--- src/rtl/furv_pkg.sv ---
// furv_pkg: shared core constants, register-index type and the round-robin
// pointer update helper used by the write-back arbiter.
package furv_pkg;

    localparam int unsigned XLEN      = 32;
    localparam int unsigned REG_IDX_W = 5;
    localparam int unsigned MAX_REQ   = 8;

    typedef logic [REG_IDX_W-1:0] reg_idx_t;

    // Next round-robin pointer: one past the granted index (mod n), or the
    // current pointer when nothing was granted. grant is one-hot, zero-padded.
    function automatic int unsigned rr_next(int unsigned ptr,
                                            logic [MAX_REQ-1:0] grant,
                                            int unsigned n);
        int unsigned nxt;
        nxt = ptr;
        for (int unsigned i = 0; i < MAX_REQ; i++) begin
            if (grant[i]) begin
                nxt = (i + 1 >= n) ? 0 : i + 1;
            end
        end
        return nxt;
    endfunction

endpackage

--- src/rtl/furv_wb_arb_if.sv ---
// furv_wb_arb_if: requester-side handshake and register-file write/release
// signals of the write-back arbiter. master = producers/register file side,
// slave = arbiter.
interface furv_wb_arb_if #(
    parameter int unsigned NREQ = 3,
    parameter int unsigned XLEN = furv_pkg::XLEN
);
    import furv_pkg::*;

    logic [NREQ-1:0]           req_valid;
    logic [REG_IDX_W*NREQ-1:0] req_rd;
    logic [XLEN*NREQ-1:0]      req_value;
    logic [NREQ-1:0]           req_ready;
    reg_idx_t                  wb_rel_rd;
    logic [XLEN-1:0]           wb_rd_value;
    logic                      wb_rd_ready;
    logic                      err_dup_rd;

    modport master (
        output req_valid, req_rd, req_value,
        input  req_ready, wb_rel_rd, wb_rd_value, wb_rd_ready, err_dup_rd
    );

    modport slave (
        input  req_valid, req_rd, req_value,
        output req_ready, wb_rel_rd, wb_rd_value, wb_rd_ready, err_dup_rd
    );

endinterface

--- src/rtl/furv_rr_pick.sv ---
// furv_rr_pick: combinational rotate-priority encoder. Search starts at ptr
// and wraps upward modulo NREQ; the first valid requester wins.
module furv_rr_pick #(
    parameter int unsigned NREQ  = 3,
    parameter int unsigned PTR_W = 2
) (
    input  logic [NREQ-1:0]  valid,
    input  logic [PTR_W-1:0] ptr,
    output logic [NREQ-1:0]  grant,
    output logic [PTR_W-1:0] grant_idx,
    output logic             any
);

    int unsigned j;

    // Walk NREQ slots from ptr, taking the first valid one.
    always_comb begin
        grant     = '0;
        grant_idx = '0;
        any       = 1'b0;
        j         = 0;
        for (int unsigned off = 0; off < NREQ; off++) begin
            j = 32'(ptr) + off;
            if (j >= NREQ) begin
                j = j - NREQ;
            end
            if (!any && valid[j[PTR_W-1:0]]) begin
                any                   = 1'b1;
                grant[j[PTR_W-1:0]]   = 1'b1;
                grant_idx             = j[PTR_W-1:0];
            end
        end
    end

endmodule

--- src/rtl/furv_wb_arb.sv ---
// furv_wb_arb: round-robin arbiter sharing the register-file write-back port
// among NREQ result producers, with a single registered output stage and a
// sticky duplicate-destination flag.
// Optional build macro FURV_WB_ARB_STATS_EN adds saturating per-requester
// grant counters (grant_cnt) and a multi-valid conflict counter (conflict_cnt).
module furv_wb_arb
    import furv_pkg::*;
#(
    parameter int unsigned NREQ = 3,
    parameter int unsigned XLEN = furv_pkg::XLEN
) (
    input  logic                 clk,
    input  logic                 rst_n,
    furv_wb_arb_if.slave         bus
`ifdef FURV_WB_ARB_STATS_EN
    ,
    output logic [16*NREQ-1:0]   grant_cnt,
    output logic [15:0]          conflict_cnt
`endif
);

    localparam int unsigned PTR_W = $clog2(NREQ);

    logic [PTR_W-1:0] rr_ptr;
    logic [NREQ-1:0]  grant;
    logic [PTR_W-1:0] grant_idx;
    logic             grant_any;
    logic             dup_hit;
    reg_idx_t         wb_rd_q;
    logic [XLEN-1:0]  wb_val_q;
    logic             wb_rdy_q;
    logic             err_q;

    furv_rr_pick #(
        .NREQ  (NREQ),
        .PTR_W (PTR_W)
    ) u_pick (
        .valid     (bus.req_valid),
        .ptr       (rr_ptr),
        .grant     (grant),
        .grant_idx (grant_idx),
        .any       (grant_any)
    );

    assign bus.req_ready   = grant;
    assign bus.wb_rel_rd   = wb_rd_q;
    assign bus.wb_rd_value = wb_val_q;
    assign bus.wb_rd_ready = wb_rdy_q;
    assign bus.err_dup_rd  = err_q;

    // Pointer moves one past the winner; rr_next holds it when nothing is granted.
    always_ff @(posedge clk or negedge rst_n) begin
        if (!rst_n) begin
            rr_ptr <= '0;
        end else begin
            rr_ptr <= PTR_W'(rr_next(32'(rr_ptr), MAX_REQ'(grant), NREQ));
        end
    end

    // Output stage: capture the winner's rd/value; strobe only on a grant.
    always_ff @(posedge clk or negedge rst_n) begin
        if (!rst_n) begin
            wb_rd_q  <= '0;
            wb_val_q <= '0;
            wb_rdy_q <= 1'b0;
        end else begin
            wb_rdy_q <= grant_any;
            if (grant_any) begin
                wb_rd_q  <= bus.req_rd[REG_IDX_W*grant_idx +: REG_IDX_W];
                wb_val_q <= bus.req_value[XLEN*grant_idx +: XLEN];
            end
        end
    end

    // Two valid requesters aiming at the same nonzero rd in one cycle.
    always_comb begin
        dup_hit = 1'b0;
        for (int unsigned i = 0; i < NREQ; i++) begin
            for (int unsigned k = i + 1; k < NREQ; k++) begin
                if (bus.req_valid[i] && bus.req_valid[k] &&
                    (bus.req_rd[REG_IDX_W*i +: REG_IDX_W] == bus.req_rd[REG_IDX_W*k +: REG_IDX_W]) &&
                    (bus.req_rd[REG_IDX_W*i +: REG_IDX_W] != '0)) begin
                    dup_hit = 1'b1;
                end
            end
        end
    end

    // Sticky duplicate flag, cleared only by reset.
    always_ff @(posedge clk or negedge rst_n) begin
        if (!rst_n) begin
            err_q <= 1'b0;
        end else if (dup_hit) begin
            err_q <= 1'b1;
        end
    end

`ifdef FURV_WB_ARB_STATS_EN
    logic [15:0] gcnt_q [NREQ];
    logic [15:0] conflict_q;
    logic        multi_valid;
    int unsigned n_valid;

    // More than one requester valid this cycle.
    always_comb begin
        n_valid = 0;
        for (int unsigned i = 0; i < NREQ; i++) begin
            n_valid = n_valid + 32'(bus.req_valid[i]);
        end
        multi_valid = (n_valid >= 2);
    end

    // Saturating per-requester grant counters.
    always_ff @(posedge clk or negedge rst_n) begin
        if (!rst_n) begin
            for (int unsigned i = 0; i < NREQ; i++) begin
                gcnt_q[i] <= '0;
            end
        end else begin
            for (int unsigned i = 0; i < NREQ; i++) begin
                if (grant[i] && (gcnt_q[i] != '1)) begin
                    gcnt_q[i] <= gcnt_q[i] + 16'd1;
                end
            end
        end
    end

    // Saturating count of multi-valid cycles.
    always_ff @(posedge clk or negedge rst_n) begin
        if (!rst_n) begin
            conflict_q <= '0;
        end else if (multi_valid && (conflict_q != '1)) begin
            conflict_q <= conflict_q + 16'd1;
        end
    end

    // Flatten the counters onto the output bus, requester i at [16*i+:16].
    always_comb begin
        grant_cnt = '0;
        for (int unsigned i = 0; i < NREQ; i++) begin
            grant_cnt[16*i +: 16] = gcnt_q[i];
        end
    end

    assign conflict_cnt = conflict_q;
`else
`endif

endmodule

--- src/flat_wrapper.sv ---
// flat-port wrapper written by rule: the top's interface ports become plain ports
module furv_wb_arb_flat import furv_pkg::*;
#(
    parameter int unsigned NREQ = 3,
    parameter int unsigned XLEN = furv_pkg::XLEN
)
  (clk, rst_n, bus_req_valid, bus_req_rd, bus_req_value, bus_req_ready, bus_wb_rel_rd, bus_wb_rd_value, bus_wb_rd_ready, bus_err_dup_rd);
  furv_wb_arb_if #(.NREQ(NREQ), .XLEN(XLEN)) bus_i ();
  input  logic clk;
  input  logic rst_n;
  input wire logic [$bits(bus_i.req_valid)-1:0] bus_req_valid;
  input wire logic [$bits(bus_i.req_rd)-1:0] bus_req_rd;
  input wire logic [$bits(bus_i.req_value)-1:0] bus_req_value;
  output wire logic [$bits(bus_i.req_ready)-1:0] bus_req_ready;
  output wire logic [$bits(bus_i.wb_rel_rd)-1:0] bus_wb_rel_rd;
  output wire logic [$bits(bus_i.wb_rd_value)-1:0] bus_wb_rd_value;
  output wire logic [$bits(bus_i.wb_rd_ready)-1:0] bus_wb_rd_ready;
  output wire logic [$bits(bus_i.err_dup_rd)-1:0] bus_err_dup_rd;
  assign bus_i.req_valid = bus_req_valid;
  assign bus_i.req_rd = bus_req_rd;
  assign bus_i.req_value = bus_req_value;
  assign bus_req_ready = bus_i.req_ready;
  assign bus_wb_rel_rd = bus_i.wb_rel_rd;
  assign bus_wb_rd_value = bus_i.wb_rd_value;
  assign bus_wb_rd_ready = bus_i.wb_rd_ready;
  assign bus_err_dup_rd = bus_i.err_dup_rd;
  furv_wb_arb #(.NREQ(NREQ), .XLEN(XLEN)) u_core (.clk(clk), .rst_n(rst_n), .bus(bus_i));
endmodule
--- config.mk ---
export PLATFORM = sky130hd
export DESIGN_NAME = furv_wb_arb_flat
export DESIGN_NICKNAME = d
export VERILOG_FILES = /design/src/rtl/furv_pkg.sv /design/src/rtl/furv_wb_arb_if.sv /design/src/rtl/furv_rr_pick.sv /design/src/rtl/furv_wb_arb.sv /design/src/flat_wrapper.sv
export SDC_FILE = /design/constraint.sdc
export NUM_CORES = 1
export LEC_CHECK = 0
export BUFFER_PORTS_ARGS = -buffer_cell sky130_fd_sc_hd__buf_2
export CAP_MARGIN = 40
export CORE_UTILIZATION = 35
export DETAILED_ROUTE_END_ITERATION = 8
export HOLD_SLACK_MARGIN = 0.06
export PLACE_DENSITY = 0.67
export SLEW_MARGIN = 20
export SYNTH_ARGS = -nofsm -noshare
export SYNTH_HDL_FRONTEND = slang
export SYNTH_SLANG_ARGS = --single-unit
--- constraint.sdc ---
create_clock -name clk -period 3.5 [get_ports clk]
set_input_delay 0.525 -clock clk [delete_from_list [all_inputs] [get_ports clk]]
set_output_delay 0.525 -clock clk [all_outputs]
set_load 0.05 [all_outputs]
==> results of run 1 <==
-- cell usage after synthesis, types with 2 or more instances --
cell type	n	area share, %
o21ai_1	9	1.5
nor2b_1	2	0.41
clkbuf_2	3	0.49
or3_1	3	0.61
a31oi_1	39	7.9
or4_1	2	0.49
buf_4	5	1.2
nor2_1	8	0.97
nand2b_1	7	1.4
mux2i_1	3	0.97
a21oi_1	3	0.49
xnor2_1	3	0.85
o32ai_2	20	11
ha_1	4	1.6
xor2_1	11	3.1
dfrtp_1	41	33
nor4_1	5	1.0
o32ai_1	17	4.8
buf_2	14	2.3
o21ai_0	32	5.2
clkbuf_1	11	1.3
inv_1	8	0.97
buf_6	5	1.8
nand4_1	38	7.7
nand2_1	6	0.73
o21a_1	2	0.49
-- worst reg2reg max path, cell delays in order (launching register included) --
cell and delay [ns]:
dfrtp_1 0.42, inv_1 0.12, ha_1 0.46, mux2i_4 0.38
mux2i_1 0.17, or4_4 0.83, o32ai_1 0.25, a31oi_1 0.07
-- cell type report --
type / instances / area [µm²]
Fill cell: 816 / 4330
Multi-Input combinational cell: 236 / 1830
Sequential cell: 41 / 1030
Timing Repair Buffer: 172 / 922
Tap cell: 105 / 131
Clock buffer: 7 / 86.3
Clock inverter: 1 / 30.0
Inverter: 8 / 30.0
-- stage by stage --
stage               area, µm²  util (%)  total power (µW)
floorplan                3080         -              4070
global placement         3900      46.5              4900
detailed placement       3940      47.0              4960
CTS                      4060      48.4              5370
global route             4060      48.4              5720
finish                   4060      48.4              5340
-- state kept, by name, indices dropped and copies added (netlist names) --
name,cells
u_core.bus.wb_rd_ready,1
u_core.rr_ptr,2
u_core.bus.wb_rd_value,32
u_core.bus.wb_rel_rd,5
u_core.bus.err_dup_rd,1
-- metal layers --
metal  GRT usage (%)  wire [µm]
met5               0          0
met4            3.61         53
met3            3.55        742
met2            37.5       4870
met1            28.8       4400
-- worst min path at each step --
| stage | from | end | slack (ns) |
|---|---|---|---|
| after floorplan | rst_n | u_core.bus.err_dup_rd | 0.23 |
| after global placement | u_core.bus.err_dup_rd | u_core.bus.err_dup_rd | 0.47 |
| after detailed placement | u_core.bus.err_dup_rd | u_core.bus.err_dup_rd | 0.47 |
| after CTS | rst_n | u_core.bus.wb_rd_value[28] | 0.21 |
| after global routing | rst_n | u_core.bus.wb_rd_value[28] | 0.23 |
| final | rst_n | u_core.bus.wb_rd_value[28] | 0.21 |
-- report_power, final --
| part | switching [µW] | leakage (µW) | internal (µW) |
|---|---|---|---|
| clock | 167 | 0.0000585 | 233 |
| sequential | 155 | 0.000470 | 751 |
| combinational | 2800 | 0.00119 | 1240 |
-- cells by family (layout without fill, tap and decap cells) --
kind of cell / Yosys count / in the layout / share of synthesized area, %
AO/OA/AOI/OAI: 135 / 135 / 35.0
XOR/XNOR: 14 / 14 / 3.98
adder cells (fa/ha/maj): 4 / 4 / 1.62
buffers and inverters: 46 / 188 / 8.11
flip-flops: 41 / 41 / 33.3
multiplexers: 6 / 6 / 2.56
AND/OR/NAND/NOR: 77 / 77 / 15.5
==> results.py, run 1 <==
metrics = {
    "run_status": {
        "status": "completed",
    },
    "synth": {
        "ys_ff_latch": 41,
        "synth-edff-count": 0,
        "async_reset_ff_share_pct": 100,
        "syn-num-nets": 443,
        "syn_avg_cell_area_um2": 9.55,
        "synthDistinctLibCells": 48,
        "synth_seq_area_share_pct": 33.3,
        "syn_inst": 323,
        "ys.flop_type": "dfrtp_1",
        "netlist_area_um2": 3080,
        "ys_warn_count": 0,
    },
    "global_routing": {
        "grt_pass1_vias": 3171,
        "grt_overflow": 0,
        "antenna_found_initial": 0,
        "grt_pass1_wl_mm": 15.6,
        "grt_max_degree": 51,
        "groute.usage.overall_pct": 21.7,
    },
    "sta": {
        "finalWorstSetupSlack_ns": 0.300,
        "post-route-period-util_pct": 91.4,
        "whs_ns": 0.205,
        "setup_viol": 0,
        "period_needed_ns": 3.20,
        "rsz0062_at_grt": "false",
        "worstMarginPinSlew_ns": 0.670,
        "drv_slew": 0,
        "skew_ns": 0.00693,
        "slew_headroom_pct": 55.1,
        "hold_viol": 0,
        "max_freq_ghz": 0.312,
        "fin_tns_setup_ns": 0,
    },
    "floorplan": {
        "coreArea_um2": 8380,
        "start_util_pct": 36.8,
        "die_width_um": 95.9,
        "num_rows": 33,
        "die-area_um2": 9190,
        "design.portCount": 158,
        "dieHeight_um": 95.9,
    },
    "min_path": {
        "hold_path.class": "primary input to asynchronous set/reset pin",
    },
    "final_layout": {
        "mostFrequentLayoutCell": "buf_2",
        "layoutNonFillerInstCount": 570,
        "antenna_cells": 0,
        "layout.nets": 584,
        "layout_common_cells": "157 x buf_2, 41 x dfrtp_1, 39 x a31oi_1, 38 x nand4_1, 32 x o21ai_0",
        "drive_gt1_share_pct": 45.4,
        "syn2layout_area_growth_pct": 31.5,
    },
    "critical_path": {
        "r2r_slack_ns": 0.66,
        "crit_path_start": "u_core.rr_ptr[0]",
        "path_class": "register to primary output",
        "critical_path.max_stage_delay_ns": 0.56,
        "rr_endpoint": "u_core.bus.wb_rel_rd[2]",
        "rr_worst_depth": 7,
        "crit_fanout": 14,
        "worstSetupEndpointType": "primary output",
        "cp_slowest_cell": "ha_1",
        "cp_top_family": "adder cells",
        "crit_chain": "inv_1, ha_1, mux2i_1, nor2_1, o21ai_0, a21oi_1, or2_2, buf_2",
        "cp_num_buf_inv": 2,
        "startpoint_type": "register",
        "r2r_start": "u_core.rr_ptr[1]",
        "crit_cells": 8,
        "critPathCapture": "bus_req_ready[2]",
        "worstPathRequired_ns": 2.97,
        "cp.arrival_ns": 2.68,
    },
    "clock_network": {
        "clock_sinks": 41,
        "cts_max_path_buffers": 2,
        "cts_tree": "done",
        "post_cts_buffers": 0,
        "cts_resized": 0,
        "htree_levels": 2,
        "cts_buffers": 5,
        "insertion_delay_ns": 0.29,
        "clock-root-buffer": "clkbuf_8",
        "hold_buffers": 0,
        "path_clk_slew_ns": 0.08,
    },
    "detailed_routing": {
        "ant_nets": 0,
        "totalWireLength_mm": 10.1,
        "num_vias": 3364,
        "dr.pass1.iters": 4,
        "drc": 0,
        "vias_per_cell": 5.90,
        "drt_iter0_markers": 233,
        "wl_per_cell_um": 17.7,
    },
    "placement": {
        "post-place-ws_ns": 0.635,
        "hpwl_mm": 7.12,
        "gp_congestion": 0.868,
        "post-place-cells": 562,
        "io_buffers": 157,
    },
    "power_and_ir_drop": {
        "p_leak_uw": 0.00172,
        "vdd_ir_drop_max_uv": 717,
        "p_per_area_nw_per_um2": 1320,
    },
    "run": {
        "drv_cap": 0,
    },
}
Power figures use the tool's default switching activity.
==> inputs of run 2 (changes only) <==
--- a/config.mk
+++ b/config.mk
@@ -7,10 +7,10 @@
 export LEC_CHECK = 0
 export BUFFER_PORTS_ARGS = -buffer_cell sky130_fd_sc_hd__buf_2
 export CAP_MARGIN = 40
-export CORE_UTILIZATION = 35
+export CORE_UTILIZATION = 30
 export DETAILED_ROUTE_END_ITERATION = 8
 export HOLD_SLACK_MARGIN = 0.06
-export PLACE_DENSITY = 0.67
+export PLACE_DENSITY = 0.6
 export SLEW_MARGIN = 20
 export SYNTH_ARGS = -nofsm -noshare
 export SYNTH_HDL_FRONTEND = slang
==> run 2 against run 1 <==
  * Via count down 0.24%
  * Sequential cell count unchanged
  * Final cell count up 4.0%
  * Register-to-register slack worse by 0.18 ns
  * Routed wire length up 3.6%
  * Maximum frequency up 0.44%
  * Sequential power down 0.6%
  * First-iteration DRC count down 52%
  * Die area up 16%
  * Hold slack worse by 0.054 ns
  * Largest power group unchanged
==> results.py, run 2 (synthesis gave the netlist of run 1 again) <==
metrics = {
    "run_status": {
        "status": "completed",
    },
    "critical_path": {
        "startpoint_type": "register",
        "path_class": "register to primary output",
        "critical_path.max_stage_delay_ns": 0.55,
        "rr_worst_depth": 7,
        "crit_fanout": 14,
        "cp.arrival_ns": 2.66,
        "cp_slowest_cell": "ha_1",
        "crit_chain": "inv_1, ha_1, mux2i_1, nor2_1, o21ai_0, a21oi_1, or2_2, buf_2",
        "worstSetupEndpointType": "primary output",
        "worstPathRequired_ns": 2.97,
    },
    "min_path": {
        "hold_path.class": "primary input to asynchronous set/reset pin",
    },
    "clock_network": {
        "insertion_delay_ns": 0.29,
        "cts_buffers": 5,
        "post_cts_buffers": 0,
        "htree_levels": 2,
        "cts_max_path_buffers": 2,
        "clock_sinks": 41,
        "clock-root-buffer": "clkbuf_8",
        "hold_buffers": 0,
        "path_clk_slew_ns": 0.09,
        "cts_tree": "done",
        "cts_resized": 0,
    },
    "detailed_routing": {
        "ant_nets": 0,
        "dr.pass1.iters": 4,
        "wl_per_cell_um": 17.6,
        "vias_per_cell": 5.66,
        "drt_iter0_markers": 111,
        "totalWireLength_mm": 10.4,
        "num_vias": 3356,
        "drc": 0,
    },
    "power_and_ir_drop": {
        "p_per_area_nw_per_um2": 1300,
        "pwr-share-clk_pct": 6.2,
        "power.internal_uw": 2160,
        "vdd_ir_drop_max_uv": 746,
        "p_leak_uw": 0.00170,
        "p_comb_share_pct": 76.7,
        "pwr-share-seq_pct": 17.0,
        "power_switching_uw": 3140,
        "swShare_pct": 59.2,
    },
    "sta": {
        "period_needed_ns": 3.19,
        "skew_ns": 0.00718,
        "setup_viol": 0,
        "finalWorstSetupSlack_ns": 0.314,
        "hold_viol": 0,
        "drv_slew": 0,
        "max_freq_ghz": 0.314,
        "fin_tns_setup_ns": 0,
        "slew_headroom_pct": 52.6,
        "rsz0062_at_grt": "false",
        "post-route-period-util_pct": 91.0,
        "worstMarginPinSlew_ns": 0.708,
    },
    "floorplan": {
        "dieHeight_um": 103,
        "die_width_um": 103,
        "design.portCount": 158,
        "start_util_pct": 31.3,
        "coreArea_um2": 9860,
        "num_rows": 36,
        "die-area_um2": 10700,
    },
    "global_routing": {
        "grt_max_degree": 55,
        "grt_pass1_vias": 3215,
        "groute.usage.overall_pct": 19.0,
        "grt_pass1_wl_mm": 15.9,
        "grt_overflow": 0,
        "antenna_found_initial": 1,
    },
    "placement": {
        "io_buffers": 157,
        "hpwl_mm": 7.31,
        "post-place-ws_ns": 0.523,
        "gp_congestion": 0.871,
    },
    "run": {
        "drv_cap": 0,
    },
    "final_layout": {
        "layout_common_cells": "157 x buf_2, 41 x dfrtp_1, 39 x a31oi_1, 38 x nand4_1, 32 x o21ai_0",
        "syn2layout_area_growth_pct": 32.1,
        "mostFrequentLayoutCell": "buf_2",
        "layout.nets": 580,
        "fillCellCount": 971,
        "largest_reg_flops": 32,
        "antenna_cells": 0,
        "drive_gt1_share_pct": 45.0,
    },
}
-- run 2: cell count changes in the layout (fill, tap and decap cells not counted), sizes merged --
cell and delta:
bufinv -1, clkbuf -1, buf -4, clkinvlp +1
-- run 2: path summary, 6_finish.rpt --
check / end / slack, ns / start
worst max-delay path: bus_req_ready[2] / 0.31 / u_core.rr_ptr[0]
worst min-delay path: u_core.rr_ptr[0] / 0.15 / rst_n
worst max register to register: u_core.bus.wb_rd_value[28] / 0.48 / u_core.rr_ptr[1]
worst min register to register: u_core.bus.err_dup_rd / 0.49 / u_core.bus.err_dup_rd
max in group asynchronous: u_core.bus.wb_rd_value[5] / 2.86 / rst_n
min in group clk: u_core.bus.err_dup_rd / 0.49 / u_core.bus.err_dup_rd
-- run 2: area by class of cell --
type / instances / area (µm²) / area share (%)
repair buffers: 168 / 913 / 22.4
clock inverters: 1 / 7.51 / 0.184
flip-flops and latches: 41 / 1030 / 25.2
inverters: 8 / 30.0 / 0.737
well taps: 133 / 166 / 4.08
clock buffers: 6 / 82.6 / 2.03
multi-input cells: 236 / 1850 / 45.4
-- run 2: critical path: cells and delay by family (launching register included) --
kind | cells | cell delay, ns
simple gates | 2 | 0.51
buf+inv | 2 | 0.36
compound gates | 2 | 0.45
fa+ha+maj | 1 | 0.55
mux | 1 | 0.13
flops | 1 | 0.38
-- run 2: metrics by stage --
| stage | util (%) | cells | power, µW | hold WS (ns) | area [µm²] |
|---|---|---|---|---|---|
| 5_1_grt | 41.3 | 593 | 5680 | 0.161 | 4070 |
| 4_1_cts | 41.3 | 593 | 5310 | 0.151 | 4070 |
| 3_3_place_gp | 39.9 | 584 | 4870 | 0.479 | 3940 |
| 2_1_floorplan | - | 323 | 4070 | 0.229 | 3080 |
| 3_5_place_dp | 40.4 | 586 | 4980 | 0.476 | 3980 |
| 6_report | 41.3 | 593 | 5300 | 0.151 | 4070 |
-- run 2: metal layers --
layer  vias up  global-route usage [%]  wire, µm
met5         -                       0        13
met4         2                    3.90        72
met3        15                    3.29       708
met2       141                    32.7      5040
met1      1610                    24.9      4600
li1       1588                       -         -
-- run 2: power groups by stage --
stage	logic (µW)	clock network, µW	registers (µW)
floorplan	2360	0	1700
global placement	3970	0	902
detailed placement	4060	0	912
CTS	4070	343	903
global route	4390	364	927
finish	4060	330	901
==> inputs of run 3 (changes only) <==
--- a/config.mk
+++ b/config.mk
@@ -7,10 +7,10 @@
 export LEC_CHECK = 0
 export BUFFER_PORTS_ARGS = -buffer_cell sky130_fd_sc_hd__buf_2
 export CAP_MARGIN = 40
-export CORE_UTILIZATION = 30
+export CORE_UTILIZATION = 50
 export DETAILED_ROUTE_END_ITERATION = 8
 export HOLD_SLACK_MARGIN = 0.06
-export PLACE_DENSITY = 0.6
+export PLACE_DENSITY = 0.9
 export SLEW_MARGIN = 20
 export SYNTH_ARGS = -nofsm -noshare
 export SYNTH_HDL_FRONTEND = slang
==> run 3 against run 2 <==
  * Global-route usage grew 11 points
  * Final cell count decreased by 9.6%
  * Count of clock-buffer cells in the layout is the same
  * Combinational power fell by 1%
==> results.py, run 3 (synthesis gave the netlist of run 1 again) <==
metrics = {
    "clock_network": {
        "path_clk_slew_ns": 0.08,
        "insertion_delay_ns": 0.28,
        "htree_levels": 2,
        "hold_buffers": 0,
        "cts_buffers": 5,
        "cts_tree": "done",
        "clock-root-buffer": "clkbuf_8",
        "clock_sinks": 41,
        "cts_resized": 0,
        "cts_max_path_buffers": 2,
        "post_cts_buffers": 0,
    },
    "detailed_routing": {
        "drt-met1-wl_mm": 4.04,
        "drc": 0,
        "vias_per_cell": 6.34,
        "dr.pass1.iters": 5,
        "wl_per_cell_um": 18.1,
        "num_vias": 3396,
        "ant_nets": 0,
        "totalWireLength_mm": 9.70,
        "drt_iter0_markers": 265,
        "route.met2.wl_mm": 4.83,
        "top_layer": "met4",
        "route.met3.wl_um": 694,
    },
    "final_layout": {
        "drive_gt1_share_pct": 45.1,
        "largest_reg_flops": 32,
        "syn2layout_area_growth_pct": 29.1,
        "stdcell_area_um2": 3980,
        "layout_common_cells": "157 x buf_2, 41 x dfrtp_1, 39 x a31oi_1, 38 x nand4_1, 32 x o21ai_0",
        "antenna_cells": 0,
        "mostFrequentLayoutCell": "buf_2",
        "layout.nets": 580,
    },
    "sta": {
        "rsz0062_at_grt": "false",
        "hold_viol": 0,
        "post-route-period-util_pct": 90.4,
        "skew_ns": 0.00378,
        "setup_viol": 0,
        "fin_tns_setup_ns": 0,
        "worstMarginPinSlew_ns": 0.685,
        "period_needed_ns": 3.16,
        "drv_slew": 0,
        "max_freq_ghz": 0.316,
        "whs_ns": 0.134,
        "slew_headroom_pct": 54.3,
    },
    "floorplan": {
        "die-area_um2": 6490,
        "num_rows": 28,
        "coreArea_um2": 5920,
        "start_util_pct": 52.1,
        "design.portCount": 158,
        "die_width_um": 80.5,
        "dieHeight_um": 80.5,
    },
    "critical_path": {
        "crit_fanout": 14,
        "cp.arrival_ns": 2.64,
        "r2r_slack_ns": 0.62,
        "worstPathRequired_ns": 2.97,
        "rr_endpoint": "u_core.bus.wb_rd_value[30]",
        "crit_path_start": "u_core.rr_ptr[0]",
        "r2r_start": "u_core.rr_ptr[1]",
        "worstSetupEndpointType": "primary output",
        "path_class": "register to primary output",
        "rr_worst_depth": 7,
        "startpoint_type": "register",
    },
    "global_routing": {
        "grt_pass1_vias": 3045,
        "antenna_found_initial": 0,
        "grt_overflow": 0,
        "groute.usage.overall_pct": 29.8,
        "grt_pass1_wl_mm": 15.1,
        "grt_max_degree": 75,
    },
    "min_path": {
        "hold_path.class": "primary input to asynchronous set/reset pin",
    },
    "placement": {
        "io_buffers": 157,
        "gp_congestion": 0.887,
        "placed_area_um2": 3880,
        "hpwl_mm": 6.81,
    },
    "power_and_ir_drop": {
        "vdd_ir_drop_max_uv": 1080,
        "p_leak_uw": 0.00170,
        "p_per_area_nw_per_um2": 1320,
    },
    "run": {
        "drv_cap": 0,
    },
    "run_status": {
        "status": "completed",
    },
}
## run 3: changes by cell type in the layout (fill, tap and decap cells not counted), sizes merged
cell / before / now
clkinv: 0 / 2
clkinvlp: 1 / 0
## run 3: area by class of cell
class	count	area [µm²]
inverter	8	30.0
sequential	41	1030
multi-input combinational	236	1830
tap	75	93.8
fill	505	1940
clock buffer	6	82.6
clock inverter	2	13.8
timing repair buffer	168	906
## run 3: worst max path at each step
| stage | end | slack (ns) | depth (start not counted) |
|---|---|---|---|
| finish | bus_req_ready[2] | 0.34 | 8 |
| CTS | bus_req_ready[2] | 0.36 | 8 |
| detailed placement | u_core.bus.wb_rd_value[30] | 0.65 | 7 |
| floorplan | bus_req_ready[0] | 1.05 | 7 |
| global placement | u_core.bus.wb_rd_value[27] | 0.72 | 7 |
| global route | bus_req_ready[2] | 0.22 | 8 |
## run 3: worst max-delay path, cell delays in order, from the launching register on
cell	delay (ns)
dfrtp_1	0.38
inv_1	0.09
ha_1	0.55
mux2i_1	0.13
nor2_1	0.36
o21ai_0	0.16
a21oi_1	0.27
or2_2	0.16
buf_2	0.25
## run 3: stage by stage
| step | utilization, % | power, µW | instances | worst slack [ns] |
|---|---|---|---|---|
| after floorplan | - | 4070 | 323 | 1.05 |
| after global placement | 65.3 | 4810 | 527 | 0.721 |
| after detailed placement | 65.6 | 4910 | 528 | 0.648 |
| after CTS | 67.2 | 5250 | 536 | 0.358 |
| after global routing | 67.2 | 5570 | 536 | 0.220 |
| final | 67.2 | 5250 | 536 | 0.335 |
## run 3: per-layer routing
layer	track usage, %	vias up
met5	0	-
met4	9.82	0
met3	4.89	10
met2	49.6	180
met1	38.9	1623
li1	-	1583
## run 3: report_power, final
group,switching [µW],total [µW],internal [µW]
clock network,170,330,160
registers,153,903,750
logic,2780,4020,1240
